==> src/rtl/code_rom_loader.sv <==
// code_rom_loader
//
// Feeds the debug harness code ROM from a length-prefixed byte stream.
// The stream starts with a 16-bit little-endian image length, followed by
// the image bytes. Each image byte is written to the next ROM address.
// After the image, the loader writes the 4-byte end meta-instruction
// (END_WORD, little-endian) at addresses len..len+3. It then drops program
// mode and reports load_done. A bad length reports load_error instead.
//
// Optional build macro: LOADER_CHECKSUM_EN
//   When defined, one extra stream byte follows the image. It must equal the
//   XOR of all image bytes; a mismatch aborts the load before the terminator
//   is written.
//
// Ports:
//   clk              clock, same domain as the harness ROM write port
//   reset_n          asynchronous active-low reset
//   start            one-cycle pulse, begins a load when not busy
//   in_valid/in_data stream byte offered by upstream
//   in_ready         loader consumes in_data this cycle
//   rom_reset_n      active-low ROM clear strobe (one cycle per load)
//   rom_program_mode harness program_rom_mode
//   rom_addr         harness code_rom_addr_in
//   rom_data         harness code_rom_data_in
//   byte_count       image bytes written so far
//   load_done        level, load completed successfully
//   load_error       level, load aborted

module code_rom_loader #(
    parameter int          ADDR_W    = 12,
    parameter int          MAX_BYTES = 512,
    parameter logic [31:0] END_WORD  = 32'hFFFF_FFFF
) (
    input  logic              clk,
    input  logic              reset_n,
    input  logic              start,
    input  logic              in_valid,
    input  logic [7:0]        in_data,
    output logic              in_ready,
    output logic              rom_reset_n,
    output logic              rom_program_mode,
    output logic [ADDR_W-1:0] rom_addr,
    output logic [7:0]        rom_data,
    output logic [ADDR_W:0]   byte_count,
    output logic              load_done,
    output logic              load_error
);

    typedef enum logic [3:0] {
        ST_IDLE,
        ST_CLEAR,
        ST_LEN_LO,
        ST_LEN_HI,
        ST_DATA,
        ST_TERM,
        ST_DONE,
        ST_ERROR
`ifdef LOADER_CHECKSUM_EN
        ,
        ST_CHK
`endif
    } state_t;

    state_t state_q, state_d;

    logic [15:0]       len_q, len_d;
    logic [2:0]        term_idx_q, term_idx_d;

    logic              in_ready_d;
    logic              rom_reset_n_d;
    logic              rom_program_mode_d;
    logic [ADDR_W-1:0] rom_addr_d;
    logic [7:0]        rom_data_d;
    logic [ADDR_W:0]   byte_count_d;
    logic              load_done_d;
    logic              load_error_d;

`ifdef LOADER_CHECKSUM_EN
    logic [7:0]        chk_q, chk_d;
`endif

    logic              accept;
    logic [15:0]       len_new;
    logic              len_bad;
    logic [15:0]       count_inc;
    logic [7:0]        term_byte;

    // in_ready is registered, so it already reflects the current state and
    // can be used directly to qualify a transfer.
    assign accept    = in_valid && in_ready;
    assign len_new   = {in_data, len_q[7:0]};
    assign len_bad   = (len_new == 16'd0) || (len_new > 16'(MAX_BYTES)) ||
                       (len_new[1:0] != 2'b00);
    assign count_inc = 16'(byte_count) + 16'd1;

    // Terminator byte selected by the low two bits of the TERM index.
    always_comb begin
        case (term_idx_q[1:0])
            2'd0:    term_byte = END_WORD[7:0];
            2'd1:    term_byte = END_WORD[15:8];
            2'd2:    term_byte = END_WORD[23:16];
            default: term_byte = END_WORD[31:24];
        endcase
    end

    // State and registered outputs.
    always_ff @(posedge clk or negedge reset_n) begin
        if (!reset_n) begin
            state_q          <= ST_IDLE;
            len_q            <= '0;
            term_idx_q       <= '0;
            in_ready         <= 1'b0;
            rom_reset_n      <= 1'b1;
            rom_program_mode <= 1'b0;
            rom_addr         <= '0;
            rom_data         <= '0;
            byte_count       <= '0;
            load_done        <= 1'b0;
            load_error       <= 1'b0;
`ifdef LOADER_CHECKSUM_EN
            chk_q            <= '0;
`endif
        end else begin
            state_q          <= state_d;
            len_q            <= len_d;
            term_idx_q       <= term_idx_d;
            in_ready         <= in_ready_d;
            rom_reset_n      <= rom_reset_n_d;
            rom_program_mode <= rom_program_mode_d;
            rom_addr         <= rom_addr_d;
            rom_data         <= rom_data_d;
            byte_count       <= byte_count_d;
            load_done        <= load_done_d;
            load_error       <= load_error_d;
`ifdef LOADER_CHECKSUM_EN
            chk_q            <= chk_d;
`endif
        end
    end

    // Next-state and next-output logic. Outputs are computed for the state
    // being entered, so every registered output matches its state.
    always_comb begin
        state_d            = state_q;
        len_d              = len_q;
        term_idx_d         = term_idx_q;
        in_ready_d         = 1'b0;
        rom_reset_n_d      = 1'b1;
        rom_program_mode_d = rom_program_mode;
        rom_addr_d         = rom_addr;
        rom_data_d         = rom_data;
        byte_count_d       = byte_count;
        load_done_d        = load_done;
        load_error_d       = load_error;
`ifdef LOADER_CHECKSUM_EN
        chk_d              = chk_q;
`endif

        case (state_q)
            ST_IDLE, ST_DONE, ST_ERROR: begin
                if (start) begin
                    state_d            = ST_CLEAR;
                    rom_reset_n_d      = 1'b0;
                    rom_program_mode_d = 1'b0;
                    byte_count_d       = '0;
                    load_done_d        = 1'b0;
                    load_error_d       = 1'b0;
                    term_idx_d         = '0;
`ifdef LOADER_CHECKSUM_EN
                    chk_d              = '0;
`endif
                end
            end

            ST_CLEAR: begin
                state_d    = ST_LEN_LO;
                in_ready_d = 1'b1;
            end

            ST_LEN_LO: begin
                in_ready_d = 1'b1;
                if (accept) begin
                    len_d[7:0] = in_data;
                    state_d    = ST_LEN_HI;
                end
            end

            ST_LEN_HI: begin
                in_ready_d = 1'b1;
                if (accept) begin
                    len_d = len_new;
                    if (len_bad) begin
                        state_d            = ST_ERROR;
                        in_ready_d         = 1'b0;
                        load_error_d       = 1'b1;
                        rom_program_mode_d = 1'b0;
                    end else begin
                        state_d = ST_DATA;
                    end
                end
            end

            ST_DATA: begin
                in_ready_d = 1'b1;
                if (accept) begin
                    rom_addr_d         = ADDR_W'(byte_count);
                    rom_data_d         = in_data;
                    rom_program_mode_d = 1'b1;
                    byte_count_d       = (ADDR_W+1)'(count_inc);
`ifdef LOADER_CHECKSUM_EN
                    chk_d              = chk_q ^ in_data;
`endif
                    if (count_inc == len_q) begin
`ifdef LOADER_CHECKSUM_EN
                        state_d    = ST_CHK;
`else
                        state_d    = ST_TERM;
                        in_ready_d = 1'b0;
                        term_idx_d = '0;
`endif
                    end
                end
            end

`ifdef LOADER_CHECKSUM_EN
            // The last image byte stays on the ROM pins while waiting for
            // the checksum; rewriting it is harmless.
            ST_CHK: begin
                in_ready_d = 1'b1;
                if (accept) begin
                    in_ready_d = 1'b0;
                    if (in_data == chk_q) begin
                        state_d    = ST_TERM;
                        term_idx_d = '0;
                    end else begin
                        state_d            = ST_ERROR;
                        load_error_d       = 1'b1;
                        rom_program_mode_d = 1'b0;
                    end
                end
            end
`endif

            // Index 0..3 writes one terminator byte per cycle; index 4 ends
            // program mode. byte_count stays at the image length.
            ST_TERM: begin
                if (term_idx_q[2]) begin
                    state_d            = ST_DONE;
                    rom_program_mode_d = 1'b0;
                    load_done_d        = 1'b1;
                end else begin
                    rom_addr_d         = ADDR_W'(len_q) + ADDR_W'(term_idx_q);
                    rom_data_d         = term_byte;
                    rom_program_mode_d = 1'b1;
                    term_idx_d         = term_idx_q + 3'd1;
                end
            end

            default: begin
                state_d = ST_IDLE;
            end
        endcase
    end

endmodule
==> config.mk <==
export PLATFORM = sky130hd
export DESIGN_NAME = code_rom_loader
export DESIGN_NICKNAME = d
export VERILOG_FILES = /design/src/rtl/code_rom_loader.sv
export SDC_FILE = /design/constraint.sdc
export NUM_CORES = 1
export LEC_CHECK = 0
export BUFFER_PORTS_ARGS = -buffer_cell sky130_fd_sc_hd__buf_2
export CAP_MARGIN = 20
export CORE_UTILIZATION = 56
export CTS_CLUSTER_SIZE = 16
export DETAILED_ROUTE_END_ITERATION = 16
export HOLD_SLACK_MARGIN = 0.03
export PLACE_DENSITY = 0.85
export SLEW_MARGIN = 20
export SYNTH_ARGS = -nofsm -noshare
export SYNTH_HDL_FRONTEND = slang
export SYNTH_SLANG_ARGS = --single-unit
==> constraint.sdc <==
create_clock -name clk -period 2.8 [get_ports clk]
set_input_delay 0.42 -clock clk [delete_from_list [all_inputs] [get_ports clk]]
set_output_delay 0.42 -clock clk [all_outputs]
set_load 0.01 [all_outputs]
==> reports/results.tsv, run 1 <==
stage	metric	value	unit
cells_and_area	fin_nets	464	
timing	min_period	2.55	ns
flow_run	maxCapViolations	0	
place	hpwl	6510	µm
cts	clock_latency	0.35	ns
timing	relSlewSlack	0.450	
route	vias	3312	
pwr	power_density	986	mW/mm²
worst_setup_path	reg2reg_from	byte_count[0]$_DFFE_PN0P_	
pwr	leakage	1.82	nW
pwr	comb_power_share	0.402	
worst_setup_path	cp-startpoint	byte_count[0]$_DFFE_PN0P_	
die	start_util	0.585	
logic_synthesis	synth-async-reset-ratio	1.00	
worst_hold_path	worstHoldPathType	input port to async pin	
timing	finalHoldViolCount	0	
pwr	swShare	0.401	
route	final_antenna_net_count	0	
route	routed.top_layer	met4	
grt	antenna_found_initial	0	
cts	cts_tree	built	
logic_synthesis	synth_nets	412	
cells_and_area	syn2layout_area_growth	17.4	%
timing	min_period_over_period	0.911	
worst_setup_path	crit_path_max_fanout	5	
cts	cts_setup_buffers	0	
cts	htreeDepth	3	
die	row_count	28	
cts	numCtsBuffers	9	
route	routed_wl	9280	µm
cells_and_area	n_fill_cell	471	
timing	setup_violations	0	
place	placedInstanceArea	0.00387	mm²
worst_setup_path	end_kind	flop	
route	met2_length	4440	µm
logic_synthesis	syn_inst	394	
pwr	pwr-share-clk	0.222	
route	wire_per_inst	17.7	µm
route	dr.pass1.iters	5	
grt	grt_max_degree	35	
timing	setup-tns-final	0	ns
logic_synthesis	synth-warning-count	0	
grt	grt_pass1_vias	3183	
place	place.gp.congestion	0.928	
cts	cts_root_buffer	clkbuf_8	
die	die_w	80.9	µm
route	vias_per_cell	6.30	
cells_and_area	design_area	0.00409	mm²
place	port_buffers	49	
worst_setup_path	arrival	2.83	ns
pwr	seq_power_share	0.376	
grt	grt_pass1_wl	14900	µm
worst_setup_path	critical_path.startpoint_type	flop	
logic_synthesis	ys.flop_type	dfrtp_1	
logic_synthesis	synth_cell_types	53	
logic_synthesis	ys_ff_latch	60	
logic_synthesis	syn_area	0.00349	mm²
pwr	irDropWorstVdd	632	µV
logic_synthesis	synth.avg_cell_area	8.85	µm²
route	wl_met1	3740	µm
logic_synthesis	synth_edf_count	0	
route	drcViolationCount	0	
timing	fmax	392	MHz
die	die_area	0.00654	mm²
worst_setup_path	cp_data_required_time	3.08	ns
run_status	status	complete, no violations	
die	io_pins	50	
grt	grt.total_usage	0.304	
timing	drv_slew	0	
logic_synthesis	ys_seq_area_frac	0.431	
cts	clk_path_buf_depth	2	
route	initialDrtViolationCount	364	
pwr	p_int	2.42	mW
timing	fin_skew	0.0115	ns
die	core_area	0.00596	mm²
cts	clock-sinks	60	
worst_setup_path	critPathKind	flop to flop	
die	die_h	80.9	µm
pwr	p_switching	1.62	mW
timing	rsz0062_at_grt	false	
timing	worst_slew_pin_slew	0.824	ns
grt	grt_overflow	0	
cts	cts_hold_buf	0	
cells_and_area	n_antenna_cell	0	
cts	ctsResizeCount	0	
cells_and_area	drive_above_1_share	0.235	
cts	path_clk_slew	0.08	ns
route	dr_wl_met3	682	µm
==> placed cells by master (no fill, tap or decap), types with 5 or more instances in the layout <==
master / instances
ha_1: 5
nand4_1: 8
o21ai_0: 49
xnor2_1: 12
a21oi_1: 18
nand2_1: 52
inv_1: 11
dfrtp_1: 59
and3_1: 5
mux2_2: 15
nor2_1: 36
nand3_1: 11
buf_4: 16
buf_2: 49
a211oi_1: 5
o31ai_1: 5
clkbuf_8: 10
xor2_1: 12
nor3_1: 6
==> layer usage <==
| layer | vias to the layer above | GRT usage |
|---|---|---|
| met5 | - | 0 |
| li1 | 1501 | - |
| met4 | 0 | 0.211 |
| met3 | 40 | 0.0584 |
| met2 | 178 | 0.488 |
| met1 | 1593 | 0.368 |
==> synth_stat cells (6+ instances only) <==
library cell	n	area (µm²)
a21oi_1	18	90.1
clkbuf_1	20	75.1
dfrtp_1	59	1480
inv_1	11	41.3
mux2_2	15	169
nand2_1	52	195
nand3_1	11	55.1
nand4_1	8	50.1
nor2_1	37	139
nor3_1	6	30.0
o21ai_0	49	245
xnor2_1	12	105
xor2_1	12	105
==> cells by family (layout without fill, tap and decap cells) <==
family,after synthesis,in the layout,share of synthesized area
buffers and inverters,36,93,0.0402
flip-flops,60,60,0.431
multiplexers,19,19,0.0599
XOR/XNOR,24,24,0.0603
AND/OR/NAND/NOR,149,149,0.214
AO/OA/AOI/OAI,100,100,0.171
adder cells (fa/ha/maj),6,6,0.0237
==> critical path, cell delays in order, from the launching register on <==
cell     delay [ns]
dfrtp_1        0.38
ha_1           0.32
xor2_1         0.14
or4_1          0.47
a31oi_1        0.15
nand4_1        0.11
a211o_1        0.32
nor4_4         0.37
o221a_2        0.24
==> sequential cells by signal, indices dropped and copies added, names as in the netlist <==
signal,count
rom_reset_n,1
in_ready,1
rom_data,8
rom_addr,12
len_q,16
term_idx_q,3
state_q,3
byte_count,13
load_error,1
rom_program_mode,1
load_done,1
==> worst paths after layout <==
kind | end | slack, ns | cells past startpoint
min reg2reg | rom_addr[5]$_DFFE_PN0P_ | 0.47 | 1
min | rom_addr[8]$_DFFE_PN0P_ | 0.10 | 1
max reg2reg | state_q[0]$_DFFE_PN0P_ | 0.25 | 8
min in group clk | len_q[1]$_DFFE_PN0P_ | 0.35 | 3
max in group asynchronous | rom_reset_n$_DFF_PN1_ | 2.02 | 2
max | state_q[0]$_DFFE_PN0P_ | 0.25 | 8
==> power groups by stage <==
stage | registers [mW] | clock network [mW] | logic [mW]
5_1_grt | 1.54 | 0.933 | 1.79
4_1_cts | 1.50 | 0.894 | 1.60
3_3_place_gp | 1.49 | 0 | 1.52
3_5_place_dp | 1.52 | 0 | 1.57
6_report | 1.52 | 0.895 | 1.62
2_1_floorplan | 1.49 | 0 | 0.997
==> stage by stage <==
stage               cells  setup WS [ns]   util  total power [mW]  hold slack [ns]
floorplan             394          0.282      -              2.49            0.124
global placement      510          0.305  0.650              3.01            0.454
detailed placement    510          0.279  0.650              3.09            0.462
CTS                   526          0.255  0.687              4.00            0.115
global route          526         0.0770  0.687              4.27            0.147
finish                526          0.248  0.687              4.03            0.100
==> final cells by class <==
class / instances / area (µm²) / area share
multi-input combinational: 298 / 1850 / 0.451
sequential: 60 / 1500 / 0.367
timing repair buffer: 66 / 385 / 0.0941
clock buffer: 11 / 141 / 0.0345
tap: 75 / 93.8 / 0.0229
clock inverter: 5 / 83.8 / 0.0205
inverter: 11 / 41.3 / 0.0101
Note: power is estimated with default switching activity, not from simulation.
==> inputs of run 2 (changes only) <==
Settings changed: CORE_ASPECT_RATIO set to 0.8.
==> run 2 against run 1 <==
Effect of this change: final cell count up 0.76%; global-route usage decreased by 2.0 points; sequential share of layout area rose by 0.60 points; core utilization fell by 0.97 points; clock power is 22% lower; clock skew decreased by 0.0022 ns; highest routed layer unchanged.
==> reports/results.tsv, run 2 (synthesis gave the netlist of run 1 again) <==
stage	metric	value	unit	change
cts	clock-sinks	60		unchanged
timing	rsz0062_at_grt	false		unchanged
route	dr.pass1.iters	5		unchanged
cts	clock_latency	0.35	ns	about the same
timing	fin_skew	0.00925	ns	was 0.0115 ns
place	placedInstanceArea	0.00385	mm²	was 0.00387 mm²
die	die_h	72.6	µm	was 80.9 µm
die	die_w	90.2	µm	was 80.9 µm
timing	setup_ws	0.145	ns	was 0.248 ns
die	io_pins	50		unchanged
timing	finalHoldViolCount	0		unchanged
cells_and_area	design_area	0.00403	mm²	was 0.00409 mm²
grt	grt_max_degree	47		was 35
cts	numCtsBuffers	9		unchanged
run_status	status	complete, no violations		unchanged
die	start_util	0.587		was 0.585
route	wire_per_inst	16.5	µm	was 17.7 µm
cts	ctsResizeCount	0		unchanged
worst_setup_path	end_kind	flop		unchanged
cells_and_area	n_antenna_cell	0		unchanged
worst_setup_path	reg2reg_depth	8		unchanged
worst_setup_path	cp.buffers_inverters	0		unchanged
timing	setup-tns-final	0	ns	unchanged
worst_setup_path	crit_family	simple AND/OR/NAND/NOR gates		unchanged
route	vias	3192		was 3,312
worst_setup_path	r2r-end	state_q[0]$_DFFE_PN0P_		unchanged
worst_setup_path	crit_path_max_fanout	5		unchanged
worst_setup_path	crit_path_cell_trace	ha_1 -> xor2_1 -> or4_1 -> a31oi_1 -> nand4_1 -> a211o_1 -> nor4_4 -> o221a_2		unchanged
worst_setup_path	cp_data_required_time	3.08	ns	about the same
die	core_area	0.00594	mm²	was 0.00596 mm²
pwr	power_density	927	mW/mm²	was 986 mW/mm²
route	initialDrtViolationCount	201		was 364
pwr	irDropWorstVdd	551	µV	was 632 µV
place	hpwl	6480	µm	was 6510 µm
worst_setup_path	critPathKind	flop to flop		unchanged
grt	grt_pass1_vias	2985		was 3,183
die	die_area	0.00655	mm²	was 0.00654 mm²
die	row_count	25		was 28
flow_run	maxCapViolations	0		unchanged
timing	worst_slew_pin_slew	1.03	ns	was 0.824 ns
route	routed_wl	8730	µm	was 9280 µm
timing	min_period_over_period	0.948		was 0.911
pwr	leakage	1.78	nW	was 1.82 nW
worst_setup_path	arrival	2.94	ns	was 2.83 ns
cts	cts_hold_buf	0		unchanged
worst_setup_path	worst-path-stages	8		unchanged
grt	grt_pass1_wl	14500	µm	was 14,900 µm
timing	min_period	2.66	ns	was 2.55 ns
timing	drv_slew	0		unchanged
grt	grt_overflow	0		unchanged
worst_hold_path	worstHoldPathType	input port to async pin		unchanged
place	port_buffers	49		unchanged
cells_and_area	syn2layout_area_growth	15.5	%	was 17.4%
cts	cts_setup_buffers	0		unchanged
worst_setup_path	critical_path.slowest_cell	or4_1		unchanged
worst_setup_path	critical_path.startpoint_type	flop		unchanged
timing	fmax	377	MHz	was 392 MHz
worst_setup_path	cp-startpoint	byte_count[1]$_DFFE_PN0P_		was byte_count[0]$_DFFE_PN0P_
worst_setup_path	rrSetupSlack	0.15	ns	was 0.25 ns
cells_and_area	fin_nets	462		was 464
cts	cts_root_buffer	clkbuf_8		unchanged
cts	path_clk_slew	0.08	ns	about the same
worst_setup_path	reg2reg_from	byte_count[1]$_DFFE_PN0P_		was byte_count[0]$_DFFE_PN0P_
cells_and_area	regMostFlops	len_q		unchanged
route	final_antenna_net_count	0		unchanged
grt	antenna_found_initial	0		unchanged
cells_and_area	final_common_cell	dfrtp_1		unchanged
cells_and_area	layout_common_cells	59 x dfrtp_1, 52 x nand2_1, 49 x o21ai_0		was 59 x dfrtp_1, 52 x nand2_1, 49 x o21ai_0, 49 x buf_2, 36 x nor2_1
cells_and_area	largest_reg_flops	16		unchanged
place	place.gp.congestion	0.921		was 0.928
cts	clk_path_buf_depth	2		unchanged
route	vias_per_cell	6.02		was 6.30
grt	grt.total_usage	0.284		was 0.304
place	pre_cts_ws	0.155	ns	was 0.279 ns
worst_setup_path	critical_path.max_stage_delay	0.49	ns	was 0.47 ns
cells_and_area	drive_above_1_share	0.234		was 0.235
route	drcViolationCount	0		unchanged
worst_setup_path	crit_end	state_q[0]$_DFFE_PN0P_		unchanged
cells_and_area	top_regs	len_q (16), byte_count (13), rom_addr (12)		unchanged
cells_and_area	n_fill_cell	490		was 471
cts	htreeDepth	3		unchanged
cts	cts_tree	built		unchanged
timing	relSlewSlack	0.310		was 0.450
timing	setup_violations	0		unchanged
==> run 2: changes by cell type in the layout (fill, tap and decap cells not counted), sizes merged <==
| cell | previous run | this run |
|---|---|---|
| buf | 66 | 64 |
| bufinv | 2 | 0 |
| clkbuf | 11 | 9 |
| clkinv | 0 | 2 |
| clkinvlp | 2 | 4 |
==> run 2: power breakdown <==
part / internal [mW] / switching (mW)
logic: 0.665 / 0.832
clock network: 0.322 / 0.373
registers: 1.19 / 0.355
total: 2.17 / 1.56
==> run 2: per-layer routing <==
| layer | wire, µm | share of wire | GRT usage | vias to the layer above |
|---|---|---|---|---|
| li1 | - | - | - | 1495 |
| met1 | 3760 | 0.43 | 0.371 | 1541 |
| met2 | 4190 | 0.48 | 0.461 | 130 |
| met3 | 576 | 0.066 | 0.0692 | 26 |
| met4 | 207 | 0.024 | 0.116 | 0 |
| met5 | 0 | 0 | 0 | - |
==> run 2: stage by stage <==
stage / std cells / utilization / hold slack [ns] / total power, mW
finish: 530 / 0.678 / 0.0601 / 3.73
global route: 530 / 0.678 / 0.113 / 3.99
CTS: 530 / 0.677 / 0.274 / 3.73
detailed placement: 514 / 0.648 / 0.464 / 3.03
global placement: 514 / 0.648 / 0.457 / 2.95
floorplan: 394 / - / 0.124 / 2.49
==> run 2: final cells by class <==
class                      count  area, µm²  area share
clock inverter                 7       52.6      0.0130
timing repair buffer          64        360      0.0895
multi-input combinational    298       1850       0.458
tap                           81        101      0.0252
clock buffer                   9        124      0.0308
inverter                      11       41.3      0.0103
sequential                    60       1500       0.373
==> run 2: how the worst min path moves through the flow <==
stage / from / to / slack, ns / depth (start not counted)
floorplan: reset_n / byte_count[0]$_DFFE_PN0P_ / 0.12 / 0
global placement: rom_addr[7]$_DFFE_PN0P_ / rom_addr[7]$_DFFE_PN0P_ / 0.46 / 1
detailed placement: rom_addr[9]$_DFFE_PN0P_ / rom_addr[9]$_DFFE_PN0P_ / 0.46 / 1
CTS: reset_n / byte_count[3]$_DFFE_PN0P_ / 0.27 / 1
global route: reset_n / byte_count[3]$_DFFE_PN0P_ / 0.11 / 1
finish: reset_n / byte_count[3]$_DFFE_PN0P_ / 0.06 / 1
==> inputs of run 3 (changes only) <==
Settings changed: CORE_UTILIZATION 56 to 52, PLACE_DENSITY 0.85 to 0.83.
Clock period 2.8 ns to 2.14 ns, I/O delays scaled along.
==> run 3 against run 2 <==
Effect of this change: register-to-register slack got worse by 0.48 ns; critical endpoint is now in_ready$_DFF_PN0_; combinational power rose by 69%; maximum frequency rose by 7.3%; clock power rose by 51%; core utilization rose by 2.4 points; clock skew barely moved; non-clock buffer count rose by 52; the run now ends with negative setup slack left; first-iteration DRC count rose by 65%; global-route usage rose by 2.2 points; design area rose by 12%.
==> reports/results.tsv, run 3 (synthesis gave the netlist of run 1 again) <==
stage	metric	value	unit	change
timing	min_period	2.47	ns	was 2.66 ns
cells_and_area	syn2layout_area_growth	29.6	%	was 15.5%
worst_setup_path	cp_data_required_time	2.35	ns	was 3.08 ns
worst_setup_path	arrival	2.68	ns	was 2.94 ns
route	final_antenna_net_count	0		unchanged
cts	cts_root_buffer	clkbuf_8		unchanged
place	place.gp.congestion	0.906		was 0.921
timing	setup_violations	6		was 0
pwr	leakage	2.08	nW	was 1.78 nW
grt	antenna_found_initial	0		unchanged
worst_hold_path	worstHoldPathType	input port to flop		was input port to async pin
die	die_h	75.2	µm	was 72.6 µm
worst_setup_path	rrSetupSlack	-0.33	ns	was 0.15 ns
route	wire_per_inst	17.3	µm	was 16.5 µm
place	port_buffers	49		unchanged
cells_and_area	final_common_cell	buf_4		was dfrtp_1
cells_and_area	largest_reg_flops	16		unchanged
die	io_pins	50		unchanged
cts	clock-sinks	60		unchanged
cells_and_area	regMostFlops	len_q		unchanged
place	placedInstanceArea	0.00424	mm²	was 0.00385 mm²
route	routed.top_layer	met4		unchanged
route	wl_met1	4450	µm	was 3760 µm
cts	clk_path_buf_depth	2		unchanged
flow_run	maxCapViolations	0		unchanged
pwr	total_power	5.47	mW	was 3.73 mW
die	core_area	0.00644	mm²	was 0.00594 mm²
cells_and_area	n_antenna_cell	0		unchanged
worst_hold_path	worstHoldPathCells	2		
cts	numCtsBuffers	9		unchanged
grt	grt.total_usage	0.307		was 0.284
die	die_area	0.00704	mm²	was 0.00655 mm²
worst_setup_path	cp.buffers_inverters	1		was 0
worst_setup_path	reg2reg_from	byte_count[1]$_DFFE_PN0P_		unchanged
route	met2_length	4810	µm	was 4190 µm
route	routed_wl	10100	µm	was 8730 µm
timing	min_period_over_period	1.16		was 0.948
timing	drv_slew	0		unchanged
grt	grt_pass1_vias	3280		was 2,985
timing	fin_skew	0.00919	ns	was 0.00925 ns
route	dr_wl_met3	616	µm	was 576 µm
route	vias	3453		was 3,192
timing	setup-tns-final	-1.48	ns	was 0 ns
pwr	irDropWorstVdd	717	µV	was 551 µV
timing	relSlewSlack	0.518		was 0.310
place	hpwl	7320	µm	was 6480 µm
worst_setup_path	crit_path_max_fanout	5		unchanged
worst_setup_path	critical_path.startpoint_type	flop		unchanged
worst_setup_path	crit_family	simple AND/OR/NAND/NOR gates		unchanged
worst_hold_path	min-delay-start	in_data[6]		
run_status	status	finished with violations		was complete, no violations
die	start_util	0.541		was 0.587
cells_and_area	instances_no_fill	585		was 530
worst_setup_path	crit_path_cell_trace	ha_4 -> xor2_1 -> or4_1 -> a31oi_1 -> nand4_1 -> a211o_1 -> nor4_4 -> buf_4 -> a41oi_1		was ha_1 -> xor2_1 -> or4_1 -> a31oi_1 -> nand4_1 -> a211o_1 -> nor4_4 -> o221a_2
route	initialDrtViolationCount	332		was 201
cells_and_area	top_regs	len_q (16), byte_count (13), rom_addr (12)		unchanged
run_status	violations	negative setup slack		
cells_and_area	drive_above_1_share	0.335		was 0.234
worst_setup_path	critical_path.max_stage_delay	0.50	ns	was 0.49 ns
grt	grt_overflow	0		unchanged
cts	cts_tree	built		unchanged
cells_and_area	design_area	0.00452	mm²	was 0.00403 mm²
cts	clock_latency	0.35	ns	about the same
cells_and_area	n_fill_cell	500		was 490
worst_setup_path	worst-path-stages	9		was 8
route	drcViolationCount	0		unchanged
cells_and_area	final_util	0.701		was 0.678
die	row_count	26		was 25
cells_and_area	fin_nets	514		was 462
timing	rsz0062_at_grt	true		was false
worst_setup_path	cp-startpoint	byte_count[1]$_DFFE_PN0P_		unchanged
timing	hold_ws	0.267	ns	was 0.0601 ns
place	pre_cts_ws	-0.261	ns	was 0.155 ns
route	dr.pass1.iters	5		unchanged
worst_setup_path	critical_path.slowest_cell	or4_1		unchanged
grt	grt_max_degree	28		was 47
place	place_inst	566		was 514
pwr	power_density	1210	mW/mm²	was 927 mW/mm²
worst_setup_path	reg2reg_depth	9		was 8
cts	path_clk_slew	0.08	ns	about the same
grt	grt_pass1_wl	16100	µm	was 14,500 µm
route	vias_per_cell	5.90		was 6.02
timing	worst_slew_pin_slew	0.723	ns	was 1.03 ns
timing	setup_ws	-0.334	ns	was 0.145 ns
timing	fmax	404	MHz	was 377 MHz
worst_setup_path	end_kind	flop		unchanged
cells_and_area	layout_common_cells	65 x buf_4, 57 x dfrtp_1, 52 x nand2_1		was 59 x dfrtp_1, 52 x nand2_1, 49 x o21ai_0
cts	htreeDepth	3		unchanged
die	die_w	93.5	µm	was 90.2 µm
timing	finalHoldViolCount	0		unchanged
worst_setup_path	critPathKind	flop to flop		unchanged
==> run 3: cell count changes in the layout (fill, tap and decap cells not counted), moves of 2 or more <==
cell | previous run | this run
buf_4 | 16 | 65
clkinvlp_4 | 4 | 0
o21ai_0 | 49 | 46
a21oi_1 | 18 | 16
a21oi_2 | 0 | 2
dfrtp_1 | 59 | 57
dfrtp_2 | 0 | 2
o21ai_1 | 0 | 2
==> run 3: routing by layer <==
metal	track usage	vias to the layer above
li1	-	1602
met2	0.499	145
met1	0.397	1678
met4	0.125	0
met3	0.0768	28
met5	0	-
==> run 3: power breakdown <==
| part | switching (mW) | leakage (nW) | internal, mW |
|---|---|---|---|
| sequential | 0.333 | 0.770 | 1.55 |
| combinational | 1.41 | 1.20 | 1.13 |
| clock | 0.501 | 0.104 | 0.545 |
==> run 3: path summary, 6_finish.rpt <==
kind,end
worst max register to register,in_ready$_DFF_PN0_
min in group asynchronous,byte_count[10]$_DFFE_PN0P_
max in group asynchronous,rom_reset_n$_DFF_PN1_
worst max-delay path,in_ready$_DFF_PN0_
worst min register to register,rom_data[6]$_DFFE_PN0P_
worst min-delay path,len_q[14]$_DFFE_PN0P_
==> run 3: cell type report <==
class / instances / area, µm² / share of cell area
clock inverter: 7 / 75.1 / 0.0166
multi-input combinational: 298 / 1910 / 0.423
clock buffer: 9 / 124 / 0.0274
inverter: 11 / 41.3 / 0.00914
sequential: 60 / 1510 / 0.333
timing repair buffer: 116 / 754 / 0.167
tap: 84 / 105 / 0.0233
==> run 3: timing repair <==
action                                  4_1_cts  5_1_grt
pin swaps                                     2        1
setup buffers                                 1        1
endpoints found under the setup margin        9       24
gates cloned                                  0        0
gates resized for setup                       6       10
hold buffers                                  1        0
hold endpoints to repair                      4        0
==> run 3: worst register-to-register path: stages, from the launching register on <==
cell,delay [ns]
dfrtp_2,0.42
ha_4,0.24
xor2_1,0.14
or4_1,0.50
a31oi_1,0.17
nand4_1,0.12
a211o_1,0.28
nor4_4,0.15
buf_4,0.18
a41oi_1,0.13
